===== src/rtl/imem_load_ctrl.sv =====
// -----------------------------------------------------------------------------
// imem_load_ctrl
//
// Instruction-memory program loader. While idle, the instruction memory
// address follows the core fetch PC. A load_req starts a byte-stream load.
// Bytes are packed little-endian into 32-bit words. Each complete word is
// written to consecutive word addresses starting at 0. The core is stalled
// for the whole load and receives a one-cycle restart pulse when it finishes.
//
// Parameters
//   DEPTH          number of 32-bit words in the instruction memory
//   ADDR_W         word-address width, log2(DEPTH)
//
// Ports
//   clk            clock, rising edge
//   rst_n          asynchronous active-low reset
//   load_req       pulse: start a program load (honoured only when idle)
//   load_end       pulse: finish the load early (honoured only while loading)
//   byte_valid     a loader byte is present on byte_data
//   byte_data      loader byte
//   byte_ready     block accepts a byte this cycle
//   fetch_addr     core PC byte address
//   mem_addr       instruction-memory word address
//   mem_we         instruction-memory write enable
//   mem_wdata      instruction-memory write data
//   core_stall     holds the core during a load
//   core_rst_pulse one-cycle core restart after a load
//   load_count     words written by the last or current load
//   load_busy      loader is not idle
// -----------------------------------------------------------------------------
module imem_load_ctrl #(
    parameter int unsigned DEPTH  = 32,
    parameter int unsigned ADDR_W = 5
) (
    input  logic              clk,
    input  logic              rst_n,
    input  logic              load_req,
    input  logic              load_end,
    input  logic              byte_valid,
    input  logic [7:0]        byte_data,
    output logic              byte_ready,
    input  logic [31:0]       fetch_addr,
    output logic [ADDR_W-1:0] mem_addr,
    output logic              mem_we,
    output logic [31:0]       mem_wdata,
    output logic              core_stall,
    output logic              core_rst_pulse,
    output logic [ADDR_W:0]   load_count,
    output logic              load_busy
);

    typedef enum logic [1:0] {StIdle, StLoad, StWrite, StDone} state_e;

    localparam logic [ADDR_W-1:0] LastAddr  = ADDR_W'(DEPTH - 1);
    localparam logic [ADDR_W:0]   FullCount = (ADDR_W + 1)'(DEPTH);

    state_e            state_q, state_d;
    logic [1:0]        byte_idx_q, byte_idx_d;
    logic [31:0]       buf_q, buf_d;
    logic [ADDR_W-1:0] wptr_q, wptr_d;
    logic [ADDR_W:0]   count_q, count_d;
    // load_end arrived together with a word-completing byte or mid-word;
    // finish after the pending write instead of returning to LOAD.
    logic              end_pend_q, end_pend_d;

    always_ff @(posedge clk or negedge rst_n) begin
        if (!rst_n) begin
            state_q    <= StIdle;
            byte_idx_q <= '0;
            buf_q      <= '0;
            wptr_q     <= '0;
            count_q    <= '0;
            end_pend_q <= 1'b0;
        end else begin
            state_q    <= state_d;
            byte_idx_q <= byte_idx_d;
            buf_q      <= buf_d;
            wptr_q     <= wptr_d;
            count_q    <= count_d;
            end_pend_q <= end_pend_d;
        end
    end

    always_comb begin
        state_d        = state_q;
        byte_idx_d     = byte_idx_q;
        buf_d          = buf_q;
        wptr_d         = wptr_q;
        count_d        = count_q;
        end_pend_d     = end_pend_q;
        mem_addr       = fetch_addr[ADDR_W+1:2];
        mem_we         = 1'b0;
        mem_wdata      = buf_q;
        byte_ready     = 1'b0;
        core_stall     = 1'b0;
        core_rst_pulse = 1'b0;

        unique case (state_q)
            StIdle: begin
                if (load_req) begin
                    state_d    = StLoad;
                    byte_idx_d = '0;
                    buf_d      = '0;
                    wptr_d     = '0;
                    count_d    = '0;
                    end_pend_d = 1'b0;
                end
            end

            StLoad: begin
                byte_ready = 1'b1;
                core_stall = 1'b1;
                if (byte_valid) begin
                    buf_d[{byte_idx_q, 3'b000} +: 8] = byte_data;
                    byte_idx_d                       = byte_idx_q + 2'd1;
                end
                if (byte_valid && byte_idx_q == 2'd3) begin
                    state_d    = StWrite;
                    end_pend_d = load_end;
                end else if (load_end) begin
                    // Byte taken first; an empty word means nothing to flush.
                    if (byte_idx_d == 2'd0) begin
                        state_d = StDone;
                    end else begin
                        state_d    = StWrite;
                        end_pend_d = 1'b1;
                    end
                end
            end

            StWrite: begin
                mem_we     = 1'b1;
                mem_addr   = wptr_q;
                core_stall = 1'b1;
                count_d    = count_q + 1'b1;
                // Saturate so the pointer never leaves the memory range.
                if (wptr_q != LastAddr) begin
                    wptr_d = wptr_q + 1'b1;
                end
                byte_idx_d = '0;
                buf_d      = '0;
                end_pend_d = 1'b0;
                if (count_d == FullCount || end_pend_q) begin
                    state_d = StDone;
                end else begin
                    state_d = StLoad;
                end
            end

            StDone: begin
                core_stall     = 1'b1;
                core_rst_pulse = 1'b1;
                state_d        = StIdle;
            end

            default: begin
                state_d = StIdle;
            end
        endcase
    end

    assign load_count = count_q;
    assign load_busy  = (state_q != StIdle);

endmodule


===== config.mk =====
export PLATFORM = sky130hd
export DESIGN_NAME = imem_load_ctrl
export DESIGN_NICKNAME = d
export VERILOG_FILES = /design/src/rtl/imem_load_ctrl.sv
export SDC_FILE = /design/constraint.sdc
export NUM_CORES = 1
export LEC_CHECK = 0
export CAP_MARGIN = 5
export CORE_MARGIN = 2
export CORE_UTILIZATION = 45
export CTS_CLUSTER_DIAMETER = 40
export DETAILED_ROUTE_END_ITERATION = 16
export PLACE_DENSITY = 0.79
export REMOVE_ABC_BUFFERS = 1
export SLEW_MARGIN = 40
export SYNTH_ARGS = -nofsm -noshare
export SYNTH_HDL_FRONTEND = slang
export SYNTH_SLANG_ARGS = --single-unit
export TNS_END_PERCENT = 100

===== constraint.sdc =====
create_clock -name clk -period 2.15 [get_ports clk]
set_input_delay 0.5375 -clock clk [delete_from_list [all_inputs] [get_ports clk]]
set_output_delay 0.5375 -clock clk [all_outputs]
set_load 0.01 [all_outputs]

== Yosys cells after proc, flatten, opt, wreduce, memory -nomap -nowiden ==
Cells that the tools add are included.
Word-level totals
  output and inout port bits: 48
  latch bits: 0
  logic and storage cells: 66
  register bits after elaboration: 48
  memories: 0
  bits in writable memories: 0
  input port bits: 45
  bits in read-only memories: 0
Cells by class
  div/mod/pow operators: 0
  bitwise gates (word level): 0
  eq/ne operators: 11
  shift-type cells: 2
  reductions and logical operators: 14
  add/subtract/negate cells: 4
  multiplexer cells: 29
  magnitude comparators: 0
  $mul: 0
Operators by type and width (count)
  one-hot mux 32 bit (3 select lines): 1
  two-way mux 32 bit: 2
  bitwise mux 32 bit: 1
  variable shift 8 x 7 -> 32 bit, first input constant: 1
  variable part select 8 x 7 -> 32 bit: 1
  two-way mux 5 bit: 3
  two-way mux 2 bit: 7
  one-hot mux 6 bit (2 select lines): 1
  one-hot mux 5 bit (2 select lines): 1
  two-way mux 1 bit: 9
  one-hot mux 2 bit (4 select lines): 1
  negator 5 -> 7 bit: 1
  adder 6 x 1 -> 6 bit, second input constant: 1
  == test 2 bit, second input constant: 3
  == test 6 bit, second input constant: 1
  two-way mux 6 bit: 1
  inequality test 2 bit, second input constant: 3
  inequality test 3 bit, second input constant: 2
  one-hot mux 2 bit (3 select lines): 1
  AND reduction 2 bit: 3
  AND reduction 3 bit: 2
  adder 5 x 1 -> 5 bit, second input constant: 1
  inequality test 5 bit, second input constant: 1
  logical NOT 2 bit: 2
  9 further kinds: 10

== Longest topological paths before layout ==
Gate-level depths: netlist of the first run.
  depth in word-level cells: 8
  gate-level depth with buffers: 6
  mapped depth without buffers: 6

== Worst setup path before layout of the first run ==
Ideal clock, no wire load.
  path type: register -> output
  start: register state_q[0]
  end: output port mem_addr[1]
  arrival: 1271 ps
  slack: 342 ps
  path buffers: 1
  cell stages (with the launch flop): 5
  data required time: 1612 ps
  cell sequence: dfrtp_1 > nand2b_1 > inv_2 > buf_2 > mux2_1
On the way
  longest elaborated chain between the ends: 2
RTL lines
  start, declared: line 57  | state_e state_q, state_d;
  start signal, assigned: line 68  | state_q <= StIdle;
  start signal, assigned: line 75  | state_q <= state_d;
  == test 2 bit: line 98  | unique case (state_q)
  two-way mux 5 bit: line 98
  end, declared: line 43  | output logic [ADDR_W-1:0] mem_addr,
No other way between the ends.

== Final worst setup path of the first run ==
  start: register state_q[0]
  end: output port core_rst_pulse
On the way
  longest elaborated chain between the ends: 2
RTL lines
  == test 2 bit: line 98
  two-way mux 1 bit: line 98
  end, declared: line 47  | output logic core_rst_pulse,
No other way between the ends.

==> results of run 1 <==
area by class of cell:
cell class                 instances  area [um^2]  share of cell area, %
sequential                        48         1201                  35.42
multi-input combinational        153         1176                  34.69
timing repair buffer              80        764.5                  22.55
tap                               72        90.09                  2.657
clock buffer                       6        82.58                  2.435
inverter                          15        61.31                  1.808
clock inverter                     2        15.01                 0.4428
where the power goes:
group	leakage, uW	total (uW)	internal, uW	switching (uW)
logic	0.000832	1670	816	849
clock network	0.0000434	564	260	304
registers	0.000660	1220	1060	159
total	0.00154	3450	2140	1310
placed cells by master, fill, tap and decap left out, drive strengths merged, types with 9 or more instances in the layout:
master and n:
nand2 9, dfrtp 48, o31ai 25, buf 17, inv 15, nand3b 10
clkdlybuf4s50 56, nand3 29, a32o 9
cells by family (layout without fill, tap and decap cells):
group,after synthesis,after routing,share of synthesized area (%)
adders and majority gates,8,8,3.963
muxes,9,9,3.962
and+or+nand+nor,77,77,19.61
buffers and inverters,31,103,6.488
AOI/OAI and AO/OA,58,58,18.08
xor gates and xnor gates,1,1,0.3468
DFF,48,48,47.55
what timing repair did:
item / 4_1_cts / 5_1_grt
endpoints found under the setup margin: 9 / 3
buffers inserted: 2 / 3
gates resized for setup: 14 / 3
worst max-delay path: cells and delay by family (launching register included):
family                 cells  cell delay (ns)
buffers and inverters      2             0.75
flip-flops                 1             0.35
AND/OR/NAND/NOR            1             0.15
per-layer routing:
layer  part of all wire, %  up-vias  global-route usage, %
met5                     0        -                      0
met4                   1.2        0                  7.069
met3                   3.2        6                  3.068
met2                    50       38                  32.74
met1                    46     1054                  27.62
li1                      -     1016                      -
Yosys cell counts, drive strengths merged, types with 2 or more instances:
library cell | instances | area (um^2)
dfrtp | 48 | 1201
nand3 | 29 | 145.1
o31ai | 25 | 187.7
inv | 15 | 56.30
buf | 14 | 100.1
nand3b | 10 | 75.07
a32o | 9 | 90.09
nand2 | 9 | 33.78
a22o | 8 | 70.07
ha | 8 | 100.1
mux2 | 8 | 90.08
o21ai | 7 | 35.03
and2 | 5 | 36.29
nand4b | 4 | 80.08
nor2 | 4 | 15.01
nand4 | 3 | 18.77
nor2b | 3 | 18.77
and3b | 2 | 17.52
clkbuf | 2 | 7.510
nor3b | 2 | 15.01
final timing paths:
kind | start | end | slack (ns)
setup / recovery | state_q[0] | core_rst_pulse | 0.06
hold / removal | rst_n | mem_wdata[31] | 0.20
setup reg to reg | byte_idx_q[0] | mem_wdata[11] | 0.27
hold reg to reg | end_pend_q | end_pend_q | 0.50
max in group asynchronous | rst_n | wptr_q[1] | 1.43
min in group clk | end_pend_q | end_pend_q | 0.50
sequential cells by signal, summed over array words and instances (netlist names):
name,cells
byte_idx_q,2
end_pend_q,1
load_count,6
mem_wdata,32
state_q,2
wptr_q,5
stage by stage:
step                worst slack, ns  util [%]
finish                      0.05828     61.96
global route              -0.004770     61.96
CTS                       -0.005947     61.55
detailed placement          -0.1064     59.37
global placement           -0.06858     59.37
floorplan                 -0.007400         -
==> impl_results.md, run 1 <==
- Status: complete, no violations
- Vias per inst: 5.622
- Clock skew after layout: 0.01181 ns
- Antenna viol nets, final: 0
- Cell count after placement: 363
- Worst-path fanout max: 13
- Hold WS: 0.1972 ns
- I/O Buffers: 65
- Cell row count: 27
- CTS clock-pin slew for the worst setup and hold paths: 0.09 ns
- Initial Utilization: 46.16%
- Slew Limit Headroom: 65.68%
- Crit path kind: reg -> out
- Slew Limit Fails: 0
- DRT Pass-1 Iters: 4
- CP arrival: 1.55 ns
- Final hold viol count: 0
- Pwr/cell area: 1017 mW/mm^2
- CTS Hold Bufs: 0
- R2R depth: 5
- Drt drc: 0
- Avg Inst Size Synth: 10.89 um^2
- Worst EP required: 1.61 ns
- Chip width: 78.93 um
- Final min period: 2.092 ns
- WL/cell: 15.68 um
- H-tree depth: 2
- Critical Path Max Stage Delay: 0.53 ns
- Slew @ Worst Pin: 0.5148 ns
- ANT cells: 0
- Cts bufs inserted: 5
- Fillers: 472
- Max cap viols: 0
- Die Height: 78.93 um
- Largest net degree at the start of global routing: 28
- Die Area: 0.006229 mm^2
- Final period utilization: 97.29%
- Dpl cell area: 0.003249 mm^2
- Setup_tns: 0 ns
- TritonCTS clock tree: done
- Gr ovfl total: 0
- Async S/R FF share, synth: 100.0%
- Post-route cell area: 0.003391 mm^2
- CORE AREA: 0.005473 mm^2
- CTS Buffer Depth: 2
- RSZ-0062 raised after global routing: true
- Ports: 93
- DP HPWL: 4232 um
- Number of synthesized flops with an enable pin: 0
- First-pass GRT wire length: 9894 um
- Min-Delay Path Class: in -> async
- Worst-Skew Late Latency: 0.30 ns
- Tot GR Track Use: 20.14%
- Final WL: 5897 um
- Placer Congestion: 0.8192
- Synth-to-Final Area Change: 34.22%
- Cell count after synthesis: 232
- Vias: 2114
- Tot Pwr: 3448 uW
- Peak supply drop: 562.1 uV
- Initial antenna violation count: 0
- Starting DRT DRC Count: 97
- Layout cells sized above 1: 12.83%
- CP Cell Sequence: buf_4, and2_1, clkdlybuf4s50_1
- Synth Register Bits: 48
- LEAKAGE: 0.001535 uW
- Crit start category: register
- Yosys Warn Count: 0
- Clock sink count: 48
- CP max stage cell: clkdlybuf4s50_1
- Post-Layout Cell Count: 376
- Unique masters post-synth: 44
- Fmax: 478.1 MHz
- Clk root buf: clkbuf_8
- Post-Synthesis Cell Area: 0.002526 mm^2
- Sequential area share after synthesis: 47.55%
- Worst Setup End Kind: output port
- Final #Nets: 356
- Vias in the first global route: 2050
- Top_reg_cell synth: dfrtp_1
- Final setup fails: 0
Power figures use the tool's default switching activity.
==> run 2: changes to the inputs <==
CORE_MARGIN = 8   (was 2)
==> impl_results.md, run 2 (synthesis gave the netlist of run 1 again) <==
- Final setup fails: 0 (unchanged)
- Final #Nets: 355 (-0.28%)
- Slew Limit Headroom: 68.87% (+3.2 points)
- Final WS setup: 0.09862 ns (+0.04034 ns)
- CP bufs+invs: 2 (unchanged)
- Worst-path fanout max: 5 (-8)
- DRT Pass-1 Iters: 4 (unchanged)
- Critical Path Max Stage Delay: 0.38 ns (-0.15 ns)
- First-pass GRT wire length: 10900 um (+10%)
- Starting DRT DRC Count: 156 (+61%)
- Initial Utilization: 46.16% (unchanged)
- Die Height: 90.93 um (+15%)
- CP Cell Sequence: nand2b_4, inv_4, mux2_1, dlygate4sd2_1
- Clk root buf: clkbuf_8
- Peak supply drop: 535.9 uV (-4.7%)
- Max FFs per register: 32 (unchanged)
- Slew @ Worst Pin: 0.4656 ns (-0.04920 ns)
- Worst Setup End Kind: output port
- Worst-Skew Late Latency: 0.30 ns (about the same)
- Max cap viols: 0 (unchanged)
- Hold WS: 0.09427 ns (-0.1030 ns)
- Tot Pwr: 3587 uW (+4.0%)
- Final min period: 2.051 ns (-0.04034 ns)
- CTS clock-pin slew for the worst setup and hold paths: 0.08 ns (about the same)
- CTS Buffer Depth: 2 (unchanged)
- Final period utilization: 95.41% (-1.9 points)
- Vias: 2106 (-0.38%)
- ANT cells: 0 (unchanged)
- Final WL: 6459 um (+9.5%)
- Vias in the first global route: 2123 (+3.6%)
- Worst EP required: 1.61 ns (about the same)
- CORE AREA: 0.005473 mm^2 (unchanged)
- Crit start category: register
- TritonCTS clock tree: done
- Vias per inst: 5.616 (-0.11%)
- I/O Buffers: 65 (unchanged)
- Largest net degree at the start of global routing: 42 (+50%)
- H-tree depth: 2 (unchanged)
- Slew Limit Fails: 0 (unchanged)
- Setup slack, reg-to-reg: 0.22 ns (-0.05 ns)
- Cts bufs inserted: 5 (unchanged)
- R2R depth: 5 (unchanged)
- Reg-to-Reg End: mem_wdata[28]
- Die Area: 0.008267 mm^2 (+33%)
- Drt drc: 0 (unchanged)
- LEAKAGE: 0.001589 uW (+3.5%)
- Met1 Use GR: 20.30% (-7.3 points)
- Grt met3 use: 4.988% (+1.9 points)
- Fmax: 487.5 MHz (+2.0%)
- Layout cells sized above 1: 12.87% (+0.042 points)
- DP HPWL: 4732 um (+12%)
- Fillers: 466 (-1.3%)
- Clock skew after layout: 0.009084 ns (-0.002728 ns)
- CP max stage cell: dfrtp_1
- Clock sink count: 48 (unchanged)
- Met2 GRT Util: 25.15% (-7.6 points)
- Pwr/cell area: 1045 mW/mm^2 (+2.8%)
- WL/cell: 17.22 um (+9.8%)
- Status: complete, no violations
- Chip width: 90.93 um (+15%)
- CTS Hold Bufs: 0 (unchanged)
- Min-Delay Path Class: in -> async
- Antenna viol nets, final: 0 (unchanged)
- Crit-path leading delay family: flip-flops
- Gr ovfl total: 0 (unchanged)
- Ports: 93 (unchanged)
- Tot GR Track Use: 15.99% (-4.1 points)
- RSZ-0062 raised after global routing: false
- Setup_tns: 0 ns (unchanged)
- Commonest non-fill, non-tap cells in the layout: 54 x clkdlybuf4s50_1, 48 x dfrtp_1, 29 x nand3_1
- Cell row count: 27 (unchanged)
- Final hold viol count: 0 (unchanged)
- Crit path kind: reg -> out
- CP arrival: 1.51 ns (-0.04 ns)
- Most common cell after layout, fill and taps aside: clkdlybuf4s50_1
- Placer Congestion: 0.8145 (-0.57%)
- Worst slack, placed: -0.08164 ns (+0.02475 ns)
- GRT busiest layer: met2
- R2R Path Start: byte_idx_q[0]
- Initial antenna violation count: 0 (unchanged)
- Synth-to-Final Area Change: 35.81%
-- run 2: cell types whose count changed in the layout (fill, tap and decap cells not counted), sizes merged --
cell	previous run	this run
clkinv	0	1
buf	17	15
clkinvlp	2	0
clkbuf	6	8
dlymetal6s2s	0	2
bufinv	0	1
dlygate4sd2	7	6
clkdlybuf4s50	56	54
-- run 2: report_power, final --
group / internal, uW / switching [uW]
clock: 380 / 299
sequential: 1060 / 158
combinational: 821 / 870
-- run 2: timing repair --
item	4_1_cts	5_1_grt
setup buffers	2	0
resized for setup	13	5
endpoints found under the hold margin	0	0
setup endpoints to repair	8	4
-- run 2: worst register-to-register path, cell delays in order, from the launching register on --
cell     delay, ns
dfrtp_1       0.53
inv_1         0.15
ha_1          0.36
inv_1         0.12
nand4_1       0.34
o31ai_1       0.35
-- run 2: worst max-delay path by stage --
stage / from / end / slack [ns] / cells after the start
2_1_floorplan: load_req / mem_wdata[0] / -0.007 / 3
3_3_place_gp: fetch_addr[3] / mem_addr[1] / -0.07 / 3
3_5_place_dp: fetch_addr[5] / mem_addr[3] / -0.08 / 3
4_1_cts: state_q[1] / core_rst_pulse / 0.01 / 3
5_1_grt: state_q[0] / mem_addr[1] / 0.03 / 4
6_report: state_q[0] / mem_addr[3] / 0.1 / 4
-- run 2: layout make-up --
| class | count | area (um^2) | share of cell area [%] |
|---|---|---|---|
| flip-flops and latches | 48 | 1201 | 35.01 |
| well taps | 72 | 90.09 | 2.626 |
| multi-input cells | 153 | 1176 | 34.28 |
| clock inverters | 2 | 38.79 | 1.131 |
| inverters | 15 | 58.81 | 1.714 |
| clock buffers | 6 | 82.58 | 2.407 |
| repair buffers | 79 | 783.3 | 22.83 |
-- run 2: routing by layer --
layer	part of all wire [%]	routed length, um	vias up
met5	0	0	-
met4	1.6	103	0
met2	48	3114	59
met1	44	2834	1025
met3	6.3	407	10
li1	-	-	1012
-- run 2: stage by stage --
stage	cell area, um^2	util (%)	instances
3_3_place_gp	3289	60.11	365
2_1_floorplan	2419	-	216
4_1_cts	3432	62.71	375
3_5_place_dp	3289	60.11	365
5_1_grt	3431	62.69	375
6_report	3431	62.69	375
